===== src/rtl/stall_ctrl.sv =====
// stall_ctrl: hazard scheduler for the 5-stage core.
// Holds PC/IF/ID while a loaded register is not yet forwardable.
// Holds PC/IF/ID/EX while the multi-cycle divider is busy.
// Optional macro STALL_PERF_CNT_EN adds the perf_lu_cycles and perf_div_cycles counters.
module stall_ctrl #(
  parameter int LOAD_LAT   = 1,
  parameter int DIV_CYCLES = 32
) (
  input  logic       clk,
  input  logic       resetn,
  input  logic       flush,
  input  logic       id_valid,
  input  logic       id_re1,
  input  logic [4:0] id_raddr1,
  input  logic       id_re2,
  input  logic [4:0] id_raddr2,
  input  logic       id_we,
  input  logic [4:0] id_waddr,
  input  logic       id_is_load,
  input  logic       id_is_div,
  output logic [5:0] stall,
  output logic       id_issue,
  output logic       div_start,
  output logic       div_busy,
  output logic       div_done
`ifdef STALL_PERF_CNT_EN
  ,
  output logic [31:0] perf_lu_cycles,
  output logic [31:0] perf_div_cycles
`endif
);

  localparam logic [1:0] S_IDLE = 2'd0;
  localparam logic [1:0] S_BUSY = 2'd1;
  localparam logic [1:0] S_DONE = 2'd2;

  localparam logic [1:0] LL    = 2'(LOAD_LAT);
  localparam logic [5:0] DLOAD = 6'(DIV_CYCLES - 1);

  // Scoreboard for r1..r31 only. r0 is tied to zero in the read view.
  logic [31:1][1:0] r_cnt;
  logic [31:0][1:0] w_cnt;
  logic [1:0]       r_state;
  logic [5:0]       r_dcnt;

  logic w_hz1, w_hz2, w_hazard, w_set;

  assign w_cnt = {r_cnt, 2'b00};

  // Read-side hazard check against pending loads.
  assign w_hz1    = id_re1 & (id_raddr1 != 5'd0) & (w_cnt[id_raddr1] != 2'd0);
  assign w_hz2    = id_re2 & (id_raddr2 != 5'd0) & (w_cnt[id_raddr2] != 2'd0);
  assign w_hazard = id_valid & (w_hz1 | w_hz2);

  assign div_busy  = (r_state == S_BUSY);
  assign div_done  = (r_state == S_DONE);
  assign id_issue  = id_valid & ~w_hazard & ~div_busy & ~flush;
  assign div_start = id_issue & id_is_div;
  assign w_set     = id_issue & id_is_load & id_we & (id_waddr != 5'd0);
  assign stall     = (w_hazard ? 6'b000111 : 6'b000000) | (div_busy ? 6'b001111 : 6'b000000);

  // Per-register load-latency countdown.
  // A new load set takes priority over the decrement; flush clears everything.
  always_ff @(posedge clk or negedge resetn) begin
    if (!resetn) begin
      r_cnt <= '0;
    end else begin
      for (int i = 1; i < 32; i++) begin
        if (flush)                              r_cnt[i] <= 2'd0;
        else if (w_set && id_waddr == 5'(i))    r_cnt[i] <= LL;
        else if (r_cnt[i] != 2'd0)              r_cnt[i] <= r_cnt[i] - 2'd1;
      end
    end
  end

  // Divider occupancy FSM.
  // The state sequence is IDLE -> BUSY (DIV_CYCLES cycles) -> DONE (1 cycle) -> IDLE.
  // DONE does not raise div_busy, so a start presented in DONE is honoured rather than dropped.
  always_ff @(posedge clk or negedge resetn) begin
    if (!resetn) begin
      r_state <= S_IDLE;
      r_dcnt  <= 6'd0;
    end else if (flush) begin
      r_state <= S_IDLE;
      r_dcnt  <= 6'd0;
    end else begin
      case (r_state)
        S_BUSY: begin
          if (r_dcnt == 6'd0) r_state <= S_DONE;
          else                r_dcnt  <= r_dcnt - 6'd1;
        end
        default: begin
          if (div_start) begin
            r_state <= S_BUSY;
            r_dcnt  <= DLOAD;
          end else begin
            r_state <= S_IDLE;
          end
        end
      endcase
    end
  end

`ifdef STALL_PERF_CNT_EN
  // Stall-cause cycle counters.
  // They wrap naturally, are cleared only by reset, and ignore flush.
  always_ff @(posedge clk or negedge resetn) begin
    if (!resetn) begin
      perf_lu_cycles  <= 32'd0;
      perf_div_cycles <= 32'd0;
    end else begin
      if (w_hazard) perf_lu_cycles  <= perf_lu_cycles + 32'd1;
      if (div_busy) perf_div_cycles <= perf_div_cycles + 32'd1;
    end
  end
`endif

endmodule


===== config.mk =====
export PLATFORM = sky130hd
export DESIGN_NAME = stall_ctrl
export DESIGN_NICKNAME = d
export VERILOG_FILES = /design/src/rtl/stall_ctrl.sv
export SDC_FILE = /design/constraint.sdc
export NUM_CORES = 1
export LEC_CHECK = 0
export BUFFER_PORTS_ARGS = -buffer_cell sky130_fd_sc_hd__buf_2
export CAP_MARGIN = 10
export CORE_UTILIZATION = 45
export CTS_BUF_LIST = sky130_fd_sc_hd__clkbuf_8
export CTS_CLUSTER_DIAMETER = 50
export CTS_CLUSTER_SIZE = 10
export DETAILED_ROUTE_END_ITERATION = 12
export GPL_ROUTABILITY_DRIVEN = 0
export PLACE_DENSITY = 0.7
export SLEW_MARGIN = 30
export SYNTH_ARGS = -nofsm -noshare
export SYNTH_HDL_FRONTEND = slang
export SYNTH_SLANG_ARGS = --single-unit
export TNS_END_PERCENT = 10

===== constraint.sdc =====
create_clock -name clk -period 2.93 [get_ports clk]
set_clock_uncertainty 0.2 [all_clocks]
set_input_delay 0.293 -clock clk [delete_from_list [all_inputs] [get_ports clk]]
set_output_delay 0.293 -clock clk [all_outputs]
set_load 0.01 [all_outputs]

==> results of run 1 <==
-- registers in the layout, indices dropped and copies added (netlist names) --
signal,cells
r_dcnt,6
r_cnt,62
r_state,2
-- power by group through the flow --
stage / logic (mW) / registers, mW / clock network [mW]
2_1_floorplan: 1.85 / 1.50 / 0
3_5_place_dp: 2.29 / 1.58 / 0
5_1_grt: 2.67 / 1.61 / 0.883
6_report: 2.37 / 1.57 / 0.822
4_1_cts: 2.36 / 1.56 / 0.828
3_3_place_gp: 2.17 / 1.56 / 0
-- worst max-delay path: stages, from the launching register on --
cell     delay [ns]
dfrtp_1        0.40
nor2_2         0.06
mux4_2         0.46
o221a_1        0.28
or4_4          0.54
nand4_4        0.12
a21o_1         0.15
buf_2          0.13
-- how the worst min path moves through the flow --
stage,startpoint,to,slack (ns)
CTS,id_is_div,r_dcnt[4]$_DFFE_PN0P_,0.08
global route,id_waddr[3],r_cnt[52]$_DFFE_PN0P_,0.09
finish,id_is_div,r_dcnt[4]$_DFFE_PN0P_,0.08
floorplan,resetn,r_cnt[0]$_DFFE_PN0P_,-0.20
global placement,resetn,r_cnt[41]$_DFFE_PN0P_,0.09
detailed placement,resetn,r_cnt[58]$_DFFE_PN0P_,0.09
-- final cells by class --
| type | instances | area, µm² |
|---|---|---|
| fill | 1056 | 5330 |
| multi-input combinational | 419 | 2920 |
| clock inverter | 5 | 50.0 |
| tap | 140 | 175 |
| inverter | 73 | 274 |
| sequential | 70 | 1750 |
| clock buffer | 11 | 151 |
| timing repair buffer | 48 | 285 |
-- logic make-up after synthesis --
logic type,count (synthesis)
AOI/OAI and AO/OA,134
xor gates and xnor gates,31
adders and majority gates,32
buffers and inverters,106
DFF,70
muxes,11
other,1
and+or+nand+nor,209
-- timing repair --
item,in CTS,in global routing
hold endpoints to repair,20,0
pin swaps,3,3
resized for setup,3,2
setup buffers,5,0
hold buffers,1,0
setup endpoints to repair,5,10
-- per-layer routing --
metal  wire length [µm]  GRT usage (%)  part of all wire (%)  up-vias
met5                  0              0                     0        -
met4                371           9.75                   2.8        0
met2               6060           37.9                    46      174
li1                   -              -                     -     2130
met3                931           5.61                   7.1       30
met1               5700           31.0                    44     2149
-- cell usage after synthesis, drive strengths merged, types with 2 or more instances --
cell type | number | area share [%]
a2111o | 2 | 0.44
a21oi | 36 | 3.5
a221o | 2 | 0.39
a311oi | 3 | 0.64
buf | 18 | 2.2
clkbuf | 15 | 1.1
dfrtp | 70 | 34
ha | 32 | 7.9
inv | 72 | 5.3
mux2i | 2 | 0.39
mux4 | 8 | 3.5
nand2 | 16 | 1.2
nand2b | 32 | 3.9
nand3 | 8 | 0.79
nand4 | 11 | 1.5
nor2 | 84 | 6.2
nor2b | 7 | 0.86
nor3 | 11 | 1.1
nor3b | 7 | 1.0
nor4 | 11 | 1.4
o2111ai | 2 | 0.34
o211ai | 2 | 0.30
o21a | 12 | 1.8
o21ai | 17 | 1.7
o221ai | 2 | 0.34
o22ai | 7 | 0.86
o31a | 13 | 2.2
o31ai | 15 | 2.2
o32ai | 12 | 2.1
or2 | 5 | 0.62
or3 | 8 | 0.98
or4 | 3 | 0.52
xnor2 | 16 | 2.8
xor2 | 15 | 2.6
-- cells in the final DEF, fill, tap and decap left out, types with 2 or more instances in the layout --
cell / count
nor4_1: 11
nor2_2: 3
nand3_1: 8
o22ai_1: 7
or4_1: 2
xnor2_1: 16
o21ai_0: 16
buf_2: 31
nand2_1: 16
or2_2: 5
a221o_1: 2
mux4_2: 8
conb_1: 2
a21oi_1: 36
nor2_1: 81
or3_1: 8
a311oi_1: 2
dfrtp_1: 70
o31ai_1: 15
nor3b_1: 7
nand4_1: 10
ha_1: 32
nand2b_1: 32
o221ai_1: 2
clkbuf_8: 11
buf_4: 16
o2111ai_1: 2
xor2_1: 15
o21a_1: 12
o211ai_1: 2
nor2b_1: 7
o32ai_1: 12
a2111o_1: 2
o31a_1: 13
inv_1: 73
mux2i_1: 2
nor3_1: 11
==> metrics.log, run 1 <==
[metrics] worst r2r path cells: 8
[metrics] peak supply drop: 361 µV
[metrics] io pins: 34
[metrics] Logic pwr share: 49.8%
[metrics] largest family of logic cells by synthesized area: simple AND/OR/NAND/NOR gates
[metrics] Post-Route WL: 13,100 µm
[metrics] post-synthesis async set-or-reset flop share: 100%
[metrics] Compound-Gate Fraction of Synth Area: 18.4%
[metrics] Setup crit start: r_cnt[54]$_DFFE_PN0P_
[metrics] Port Buf Inserts: 31
[metrics] crit path launch type: flop
[metrics] netlist area before placement: 5080 µm²
[metrics] leakage power of the design: 2.37 nW
[metrics] total power: 4.76 mW
[metrics] core outline area: 10,900 µm²
[metrics] Worst setup EP type: output port
[metrics] yosys synthesis warning count: 0
[metrics] final routed wire length divided by cell count: 17.1 µm
[metrics] placed cell count: 744
[metrics] highest attainable clock frequency: 0.335 GHz
[metrics] unrepaired setup endpoints after global routing: yes
[metrics] Worst slew margin: 48.9%
[metrics] count of standard-cell rows: 38
[metrics] cell at the root of the clock tree: clkbuf_8
[metrics] Place WS: 0.0969 ns
[metrics] Flop pwr share: 32.9%
[metrics] Tightest Pin Transition: 0.767 ns
[metrics] Simple-Gate Fraction of Synth Area: 20.9%
[metrics] largest net degree at the start of global routing: 81
[metrics] worst-path maximum fanout: 4
[metrics] number of routed nets with antenna violations: 0
[metrics] cell internal power dissipation: 2.80 mW
[metrics] area share of fa/ha/maj cells after synthesis: 7.87%
[metrics] EDFF count, synth: 0
[metrics] worst hold-check slack: 0.0802 ns
[metrics] final worst-path setup slack: -0.0560 ns
[metrics] Max Slew Vio Count: 0
[metrics] Sw Ratio: 41.1%
[metrics] cell area power density: 849 nW/µm²
[metrics] die extent in y: 108 µm
[metrics] Post-Syn Instances: 594
[metrics] Post-Syn Area per Cell: 8.56 µm²
[metrics] worst setup path class: reg -> out
[metrics] critical path capture point: stall[2]
[metrics] post-synthesis xor/xnor area fraction: 5.34%
[metrics] kind of path behind the tightest hold check: in -> reg
[metrics] R2R Setup Slk: 0.09 ns
[metrics] Clock Pin Slew Worst Setup and Hold Paths: 0.08 ns
[metrics] H-tree depth reported by CTS: 3
[metrics] number of setup violations in the final report: 3
[metrics] utilization of the core after routing: 51.2%
[metrics] main flop type after synthesis: dfrtp_1
[metrics] fraction of power consumed by the clock network: 17.3%
[metrics] time the worst path needs with I/O delays and setup: 2.99 ns
[metrics] reg2reg end: r_cnt[60]$_DFFE_PN0P_
[metrics] post-route cell area: 5600 µm²
[metrics] detailed placement HPWL: 9410 µm
[metrics] crit path DAT: 2.49 ns
[metrics] total overflow reported by the global router: 0
[metrics] number of cells traversed by the worst hold path: 3
[metrics] sequential-to-total area share from yosys stat: 34.4%
[metrics] violated checks: negative setup slack
[metrics] via count of the first global-routing pass: 4,179
[metrics] number of design rule violations left after detail routing: 0
[metrics] Total Routing Usage GR: 23.8%
[metrics] Final Net Count: 677
[metrics] number of distinct library cell variants in the gate-level netlist after synthesis: 60
[metrics] Avg Vias per Cell: 5.85
[metrics] TritonCTS clock tree: yes
[metrics] layout overhead on the synthesized area: 10.2%
[metrics] area of the die: 11,700 µm²
[metrics] max-cap violations: 0
[metrics] number of register bits inferred by synthesis: 70
[metrics] Sink Count: 70
[metrics] share of cells above drive strength 1: 13.4%
[metrics] TritonCTS Buffers: 9
[metrics] DP Area: 5330 µm²
[metrics] number of DRC violations after detailed-routing iteration 0: 329
[metrics] first-pass iteration count of the detailed router: 5
[metrics] maximum buffer depth of the clock tree: 2
[metrics] horizontal extent of the die: 108 µm
[metrics] required arrival time at the worst endpoint: 2.44 ns
[metrics] reg2reg start: r_cnt[54]$_DFFE_PN0P_
[metrics] wire length of the first global-routing pass: 21,100 µm
[metrics] status: finished, violations left
[metrics] switching power total: 1.95 mW
[metrics] final worst-path cycle share: 102%
[metrics] diode insertion count for antenna repair: 0
[metrics] count of final hold-check violations: 0
[metrics] vias after detailed routing: 4,483
[metrics] Finished Layout Cells: 766
[metrics] post-synthesis mux area share: 4.16%
[metrics] source-to-sink clock delay at the later pin of the worst-skew pair: 0.36 ns
[metrics] number of antenna violations at the first check in global routing: 0
[metrics] TNS Setup: -0.165 ns
[metrics] starting utilization of the core area: 46.5%
Power figures use the tool's default switching activity.
==> run 2, diff against run 1 <==
--- a/config.mk
+++ b/config.mk
@@ -13,6 +13,7 @@
 export CTS_CLUSTER_SIZE = 10
 export DETAILED_ROUTE_END_ITERATION = 12
 export GPL_ROUTABILITY_DRIVEN = 0
+export MAX_ROUTING_LAYER = met4
 export PLACE_DENSITY = 0.7
 export SLEW_MARGIN = 30
 export SYNTH_ARGS = -nofsm -noshare
==> run 2 against run 1 <==
  * Maximum frequency is essentially flat
  * Largest cell class unchanged
  * Sequential power is essentially flat
  * The run still ends with negative setup slack left
  * Combinational power is essentially flat
  * Sequential share of layout area is the same
  * Global-route usage grew 0.70 points
  * Sequential cell count is the same
  * Power is essentially flat
  * Critical path depth is the same
  * Worst hold slack lost 0.0049 ns
==> metrics.log, run 2 (same netlist as run 1, synthesis figures left out) <==
[metrics] status: finished, violations left
[metrics] violated checks: negative setup slack
[metrics] maximum buffer depth of the clock tree: 2
[metrics] first-pass iteration count of the detailed router: 4
[metrics] kind of path behind the tightest hold check: in -> reg
[metrics] fraction of power consumed by the clock network: 17.3%
[metrics] final routed wire length divided by cell count: 17.0 µm
[metrics] Port Buf Inserts: 31
[metrics] number of antenna violations at the first check in global routing: 0
[metrics] worst setup path class: reg -> out
[metrics] unrepaired setup endpoints after global routing: yes
[metrics] starting utilization of the core area: 46.5%
[metrics] number of setup violations in the final report: 3
[metrics] crit path DAT: 2.49 ns
[metrics] TritonCTS Buffers: 9
[metrics] TNS Setup: -0.165 ns
[metrics] Tightest Pin Transition: 0.772 ns
[metrics] Worst setup EP type: output port
[metrics] required arrival time at the worst endpoint: 2.44 ns
[metrics] Flop pwr share: 33.0%
[metrics] cell area power density: 849 nW/µm²
[metrics] Final Net Count: 677
[metrics] H-tree depth reported by CTS: 3
[metrics] die extent in y: 108 µm
[metrics] most used cells in the layout excluding fill and tap cells: 81 x nor2_1, 73 x inv_1, 70 x dfrtp_1, 36 x a21oi_1
[metrics] Max Slew Vio Count: 0
[metrics] peak supply drop: 361 µV
[metrics] source-to-sink clock delay at the later pin of the worst-skew pair: 0.36 ns
[metrics] largest net degree at the start of global routing: 81
[metrics] wire length of the first global-routing pass: 21,100 µm
[metrics] Place WS: 0.0969 ns
[metrics] leakage power of the design: 2.37 nW
[metrics] worst-path maximum fanout: 4
[metrics] switching power total: 1.95 mW
[metrics] final worst-path cycle share: 102%
[metrics] vias after detailed routing: 4,460
[metrics] highest cell delay on the worst timing path: 0.54 ns
[metrics] diode insertion count for antenna repair: 0
[metrics] share of cells above drive strength 1: 13.4%
[metrics] final worst-path setup slack: -0.0562 ns
[metrics] number of routed nets with antenna violations: 0
[metrics] TritonCTS clock tree: yes
[metrics] number of design rule violations left after detail routing: 0
[metrics] utilization of the core after routing: 51.2%
[metrics] max reg flops: 62
[metrics] cell internal power dissipation: 2.80 mW
[metrics] layout overhead on the synthesized area: 10.2%
[metrics] count of final hold-check violations: 0
[metrics] max-cap violations: 0
[metrics] Total Routing Usage GR: 24.5%
[metrics] Sw Ratio: 41.1%
[metrics] io pins: 34
[metrics] detailed placement HPWL: 9410 µm
[metrics] time the worst path needs with I/O delays and setup: 2.99 ns
[metrics] count of standard-cell rows: 38
[metrics] Sink Count: 70
[metrics] cell at the root of the clock tree: clkbuf_8
[metrics] Avg Vias per Cell: 5.82
[metrics] Logic pwr share: 49.7%
[metrics] area of the die: 11,700 µm²
[metrics] total overflow reported by the global router: 0
[metrics] largest registers: r_cnt (62), r_dcnt (6), r_state (2)
[metrics] Post-Route WL: 13,000 µm
[metrics] worst hold-check slack: 0.0753 ns
[metrics] leading cell type in the layout, fill and taps excluded: nor2_1
[metrics] Clock Pin Slew Worst Setup and Hold Paths: 0.08 ns
[metrics] crit path launch type: flop
[metrics] horizontal extent of the die: 108 µm
[metrics] core outline area: 10,900 µm²
[metrics] filler instances: 1,056
[metrics] via count of the first global-routing pass: 4,176
[metrics] number of DRC violations after detailed-routing iteration 0: 404
[metrics] register bank with the most flops: r_cnt
[metrics] list of cells traversed by the critical path: nor2_2 > mux4_2 > o221a_1 > or4_4 > nand4_4 > a21o_1 > buf_2
[metrics] Worst slew margin: 48.5%
[metrics] cell type of the slowest stage on the worst timing path: or4_4
[metrics] highest attainable clock frequency: 0.335 GHz
## run 2: final cells by class
class                   count  area, µm²  area share (%)
clock buffers              11        151            2.70
clock inverters             5       50.0           0.893
inverters                  73        274            4.89
repair buffers             48        285            5.09
well taps                 140        175            3.13
flip-flops and latches     70       1750            31.3
multi-input cells         419       2920            52.0
## run 2: critical path, delay by kind of cell, from the launching register on
kind | cells | cell delay, ns
muxes | 1 | 0.45
buffers and inverters | 1 | 0.13
and+or+nand+nor | 3 | 0.72
DFF | 1 | 0.40
AOI/OAI and AO/OA | 2 | 0.43
## run 2: power groups by stage
stage               logic (mW)  clock network [mW]  registers [mW]
detailed placement        2.29                   0            1.58
floorplan                 1.85                   0            1.50
CTS                       2.36               0.828            1.56
finish                    2.36               0.824            1.57
global route              2.67               0.882            1.61
global placement          2.17                   0            1.56
## run 2: worst paths after layout
kind / cells after the start / end / startpoint / slack [ns]
max reg2reg: 8 / r_cnt[36]$_DFFE_PN0P_ / r_cnt[54]$_DFFE_PN0P_ / 0.10
max in group asynchronous: 3 / r_cnt[12]$_DFFE_PN0P_ / resetn / 1.48
min in group asynchronous: 2 / r_cnt[33]$_DFFE_PN0P_ / resetn / 0.24
max: 7 / stall[2] / r_cnt[54]$_DFFE_PN0P_ / -0.06
min reg2reg: 3 / r_cnt[42]$_DFFE_PN0P_ / r_cnt[42]$_DFFE_PN0P_ / 0.42
min: 3 / r_dcnt[4]$_DFFE_PN0P_ / id_is_div / 0.08
## run 2: what timing repair did
| action | in CTS | in global routing |
|---|---|---|
| hold buffers | 1 | 0 |
| resized for setup | 3 | 2 |
| cloned | 0 | 0 |
| pin swaps | 3 | 3 |
| hold endpoints to repair | 20 | 0 |
| endpoints found under the setup margin | 5 | 10 |
| buffers inserted | 5 | 0 |
## run 2: routing by layer
| layer | track usage [%] | routed length [µm] |
|---|---|---|
| met5 | - | 0 |
| met4 | 9.75 | 369 |
| met3 | 5.61 | 873 |
| met2 | 38.0 | 6030 |
| met1 | 30.9 | 5750 |
## run 2: through the flow
step	cells	power, mW	cell area [µm²]
detailed placement	744	3.87	5330
global route	766	5.17	5600
global placement	744	3.73	5330
floorplan	595	3.35	5090
finish	766	4.76	5600
CTS	766	4.75	5600
==> run 3, diff against run 2 <==
--- a/config.mk
+++ b/config.mk
@@ -5,6 +5,7 @@
 export SDC_FILE = /design/constraint.sdc
 export NUM_CORES = 1
 export LEC_CHECK = 0
+export ABC_AREA = 1
 export BUFFER_PORTS_ARGS = -buffer_cell sky130_fd_sc_hd__buf_2
 export CAP_MARGIN = 10
 export CORE_UTILIZATION = 45
@@ -12,7 +13,6 @@
 export CTS_CLUSTER_DIAMETER = 50
 export CTS_CLUSTER_SIZE = 10
 export DETAILED_ROUTE_END_ITERATION = 12
-export GPL_ROUTABILITY_DRIVEN = 0
 export MAX_ROUTING_LAYER = met4
 export PLACE_DENSITY = 0.7
 export SLEW_MARGIN = 30
==> run 3 against run 2 <==
  * Sequential share of layout area increased by 1.6 points
  * Via count decreased by 0.72%
  * Count of clock-buffer cells in the layout decreased by 2
  * Critical path depth increased by 6
  * Combinational power decreased by 21%
  * Maximum frequency increased by 6.3%
  * The run now ends clean
  * Synthesized area decreased by 4.4%
  * Final area decreased by 4.9%
  * Sequential cell count unchanged
  * Largest power group unchanged
  * Non-clock buffer count decreased by 11
  * Register-to-register slack improved by 0.42 ns
  * Global-route usage increased by 0.84 points
==> metrics.log, run 3 <==
[metrics] total overflow reported by the global router: 0
[metrics] vias after detailed routing: 4,428
[metrics] detailed placement HPWL: 9370 µm
[metrics] Post-Route WL: 12,600 µm
[metrics] number of distinct library cell variants in the gate-level netlist after synthesis: 29
[metrics] die extent in y: 106 µm
[metrics] final weighted congestion of routability-driven global placement: 0.895
[metrics] crit path launch type: flop
[metrics] sequential-to-total area share from yosys stat: 36.0%
[metrics] filler instances: 1,024
[metrics] Port Buf Inserts: 31
[metrics] peak supply drop: 364 µV
[metrics] netlist area before placement: 4860 µm²
[metrics] Total Routing Usage GR: 25.3%
[metrics] number of register bits inferred by synthesis: 70
[metrics] most used cells in the layout excluding fill and tap cells: 140 x nor2_1, 121 x nand2_1, 95 x inv_1, 74 x a21oi_1, 70 x dfrtp_1
[metrics] largest family of logic cells by synthesized area: simple AND/OR/NAND/NOR gates
[metrics] Simple-Gate Fraction of Synth Area: 30.2%
[metrics] Max Slew Vio Count: 0
[metrics] number of cells traversed by the worst hold path: 3
[metrics] unrepaired setup endpoints after global routing: no
[metrics] share of Yosys cell area claimed by the top area cell type: 36.0%
[metrics] highest attainable clock frequency: 0.356 GHz
[metrics] TNS Setup: 0 ns
[metrics] number of setup violations in the final report: 0
[metrics] status: finished, final reports clean
[metrics] Commonest cells post-synth: 140 x nor2_1, 121 x nand2_1, 93 x inv_1
[metrics] starting utilization of the core area: 46.7%
[metrics] max reg flops: 62
[metrics] count of final hold-check violations: 0
[metrics] Sink Count: 70
[metrics] cell type of the slowest stage on the worst timing path: dfrtp_1
[metrics] kind of path behind the tightest hold check: in -> reg
[metrics] source-to-sink clock delay at the later pin of the worst-skew pair: 0.36 ns
[metrics] wire length of the first global-routing pass: 21,200 µm
[metrics] Compound-Gate Fraction of Synth Area: 9.14%
[metrics] area share of fa/ha/maj cells after synthesis: 8.24%
[metrics] Post-Syn Instances: 679
[metrics] worst hold-check slack: 0.0876 ns
[metrics] Worst setup EP type: output port
[metrics] cell at the root of the clock tree: clkbuf_8
[metrics] Post-Syn Area per Cell: 7.16 µm²
[metrics] TritonCTS clock tree: yes
[metrics] maximum buffer depth of the clock tree: 2
[metrics] EDFF count, synth: 0
[metrics] Hold Startpoint: id_is_div
[metrics] biggest area contributors in the synthesized netlist: dfrtp_1 36%, nor2_1 11%, nand2_1 9.3%
[metrics] count of standard-cell rows: 37
[metrics] cell area power density: 785 nW/µm²
[metrics] Worst slew margin: 56.1%
[metrics] number of DRC violations after detailed-routing iteration 0: 333
[metrics] via count of the first global-routing pass: 4,412
[metrics] Top cell by count, worst path: nand2_1
[metrics] highest cell delay on the worst timing path: 0.40 ns
[metrics] register bank with the most flops: r_cnt
[metrics] Tightest Pin Transition: 0.657 ns
[metrics] TritonCTS Buffers: 9
[metrics] share of cells above drive strength 1: 9.70%
[metrics] leading cell type in the layout, fill and taps excluded: nor2_1
[metrics] CTS resizes: 0
[metrics] max-cap violations: 0
[metrics] post-synthesis mux area share: 0%
[metrics] leakage power of the design: 2.73 nW
[metrics] Clock Pin Slew Worst Setup and Hold Paths: 0.07 ns
[metrics] number of antenna violations at the first check in global routing: 0
[metrics] layout overhead on the synthesized area: 9.68%
[metrics] H-tree depth reported by CTS: 3
[metrics] reg2reg start: r_cnt[45]$_DFFE_PN0P_
[metrics] worst r2r path cells: 15
[metrics] post-synthesis xor/xnor area fraction: 5.77%
[metrics] diode insertion count for antenna repair: 0
[metrics] largest registers: r_cnt (62), r_dcnt (6), r_state (2)
[metrics] list of cells traversed by the critical path: nor2_1 > nand2_1 > nand2_1 > nor2_1 > nand2_1 > nand3_1 > nand2_1 > nand2_1 > nand3_2 > nand2_2 > nor2_4 > buf_12 > buf_2
[metrics] cell with the most instances after synthesis: nor2_1
[metrics] final routed wire length divided by cell count: 14.9 µm
[metrics] worst-path maximum fanout: 32
[metrics] Synth area leader: dfrtp_1
[metrics] io pins: 34
[metrics] Final Net Count: 763
[metrics] time the worst path needs with I/O delays and setup: 2.81 ns
[metrics] Avg Vias per Cell: 5.23
[metrics] post-synthesis async set-or-reset flop share: 100%
[metrics] horizontal extent of the die: 106 µm
[metrics] area taken by flip-flops and latches: 1750 µm²
[metrics] required arrival time at the worst endpoint: 2.44 ns
[metrics] multi-input combinational cell area: 2600 µm²
[metrics] number of routed nets with antenna violations: 0
[metrics] yosys synthesis warning count: 0
[metrics] Setup crit start: r_cnt[45]$_DFFE_PN0P_
[metrics] area of the die: 11,200 µm²
[metrics] first-pass iteration count of the detailed router: 5
[metrics] number of design rule violations left after detail routing: 0
[metrics] largest net degree at the start of global routing: 63
[metrics] final worst-path cycle share: 95.9%
[metrics] worst setup path class: reg -> out
[metrics] core outline area: 10,400 µm²
[metrics] main flop type after synthesis: dfrtp_1
[metrics] crit path DAT: 2.32 ns
## run 3: cell count changes in the layout (fill, tap and decap cells not counted), sizes merged, moves of 16 or more
cell | before | now
nand2 | 16 | 123
nor2 | 84 | 146
a21oi | 36 | 74
nand2b | 32 | 0
inv | 74 | 100
nand4 | 11 | 34
nand3 | 8 | 29
xor2 | 15 | 32
xnor2 | 16 | 0
## run 3: per-layer routing
layer  share of wire (%)  GRT usage (%)  up-vias
met4                 2.4           8.63        0
met5                   0              -        -
met2                  49           42.8       94
met3                 4.4           4.72       23
li1                    -              -     2206
met1                  44           30.4     2105
## run 3: final timing paths
kind	end	slack, ns
max	id_issue	0.12
max in group asynchronous	r_cnt[14]$_DFFE_PN0P_	1.80
min	r_state[0]$_DFFE_PN0P_	0.09
min reg2reg	r_dcnt[1]$_DFFE_PN0P_	0.27
max reg2reg	r_cnt[29]$_DFFE_PN0P_	0.52
min in group asynchronous	r_cnt[30]$_DFFE_PN0P_	0.12
## run 3: per-stage QoR
step / power (mW) / utilization (%) / worst slack (ns) / cells / cell area [µm²]
after global placement: 3.24 / 49.1 / 0.521 / 831 / 5120
final: 4.18 / 51.2 / 0.121 / 847 / 5330
after detailed placement: 3.35 / 49.1 / 0.537 / 831 / 5120
after CTS: 4.21 / 51.2 / 0.159 / 847 / 5330
after global routing: 4.58 / 51.2 / 0.0234 / 847 / 5330
after floorplan: 2.90 / - / 1.08 / 680 / 4860
## run 3: cell type report
type / count / area share (%)
multi-input combinational: 489 / 48.8
clock buffer: 9 / 2.32
timing repair buffer: 37 / 4.27
clock inverter: 6 / 1.50
inverter: 100 / 7.06
tap: 136 / 3.19
sequential: 70 / 32.9
## run 3: power by group
group          internal (mW)  switching (mW)
Sequential              1.24           0.225
Clock                  0.467           0.376
Combinational          0.767            1.11
## run 3: cells by family after synthesis
family,count (synthesis)
fa+ha+maj,32
buf+inv,121
xor+xnor,32
simple gates,336
other cells,1
compound gates,87
flops,70
## run 3: timing repair
action                                 in CTS  in global routing
setup buffers                               0                  0
endpoints found under the hold margin      70                  0
hold buffers                                1                  0
## run 3: worst max-delay path, delay by kind of cell, from the launching register on
family	cells	cell delay (ns)
AND/OR/NAND/NOR	11	1.18
flip-flops	1	0.40
buffers and inverters	2	0.37
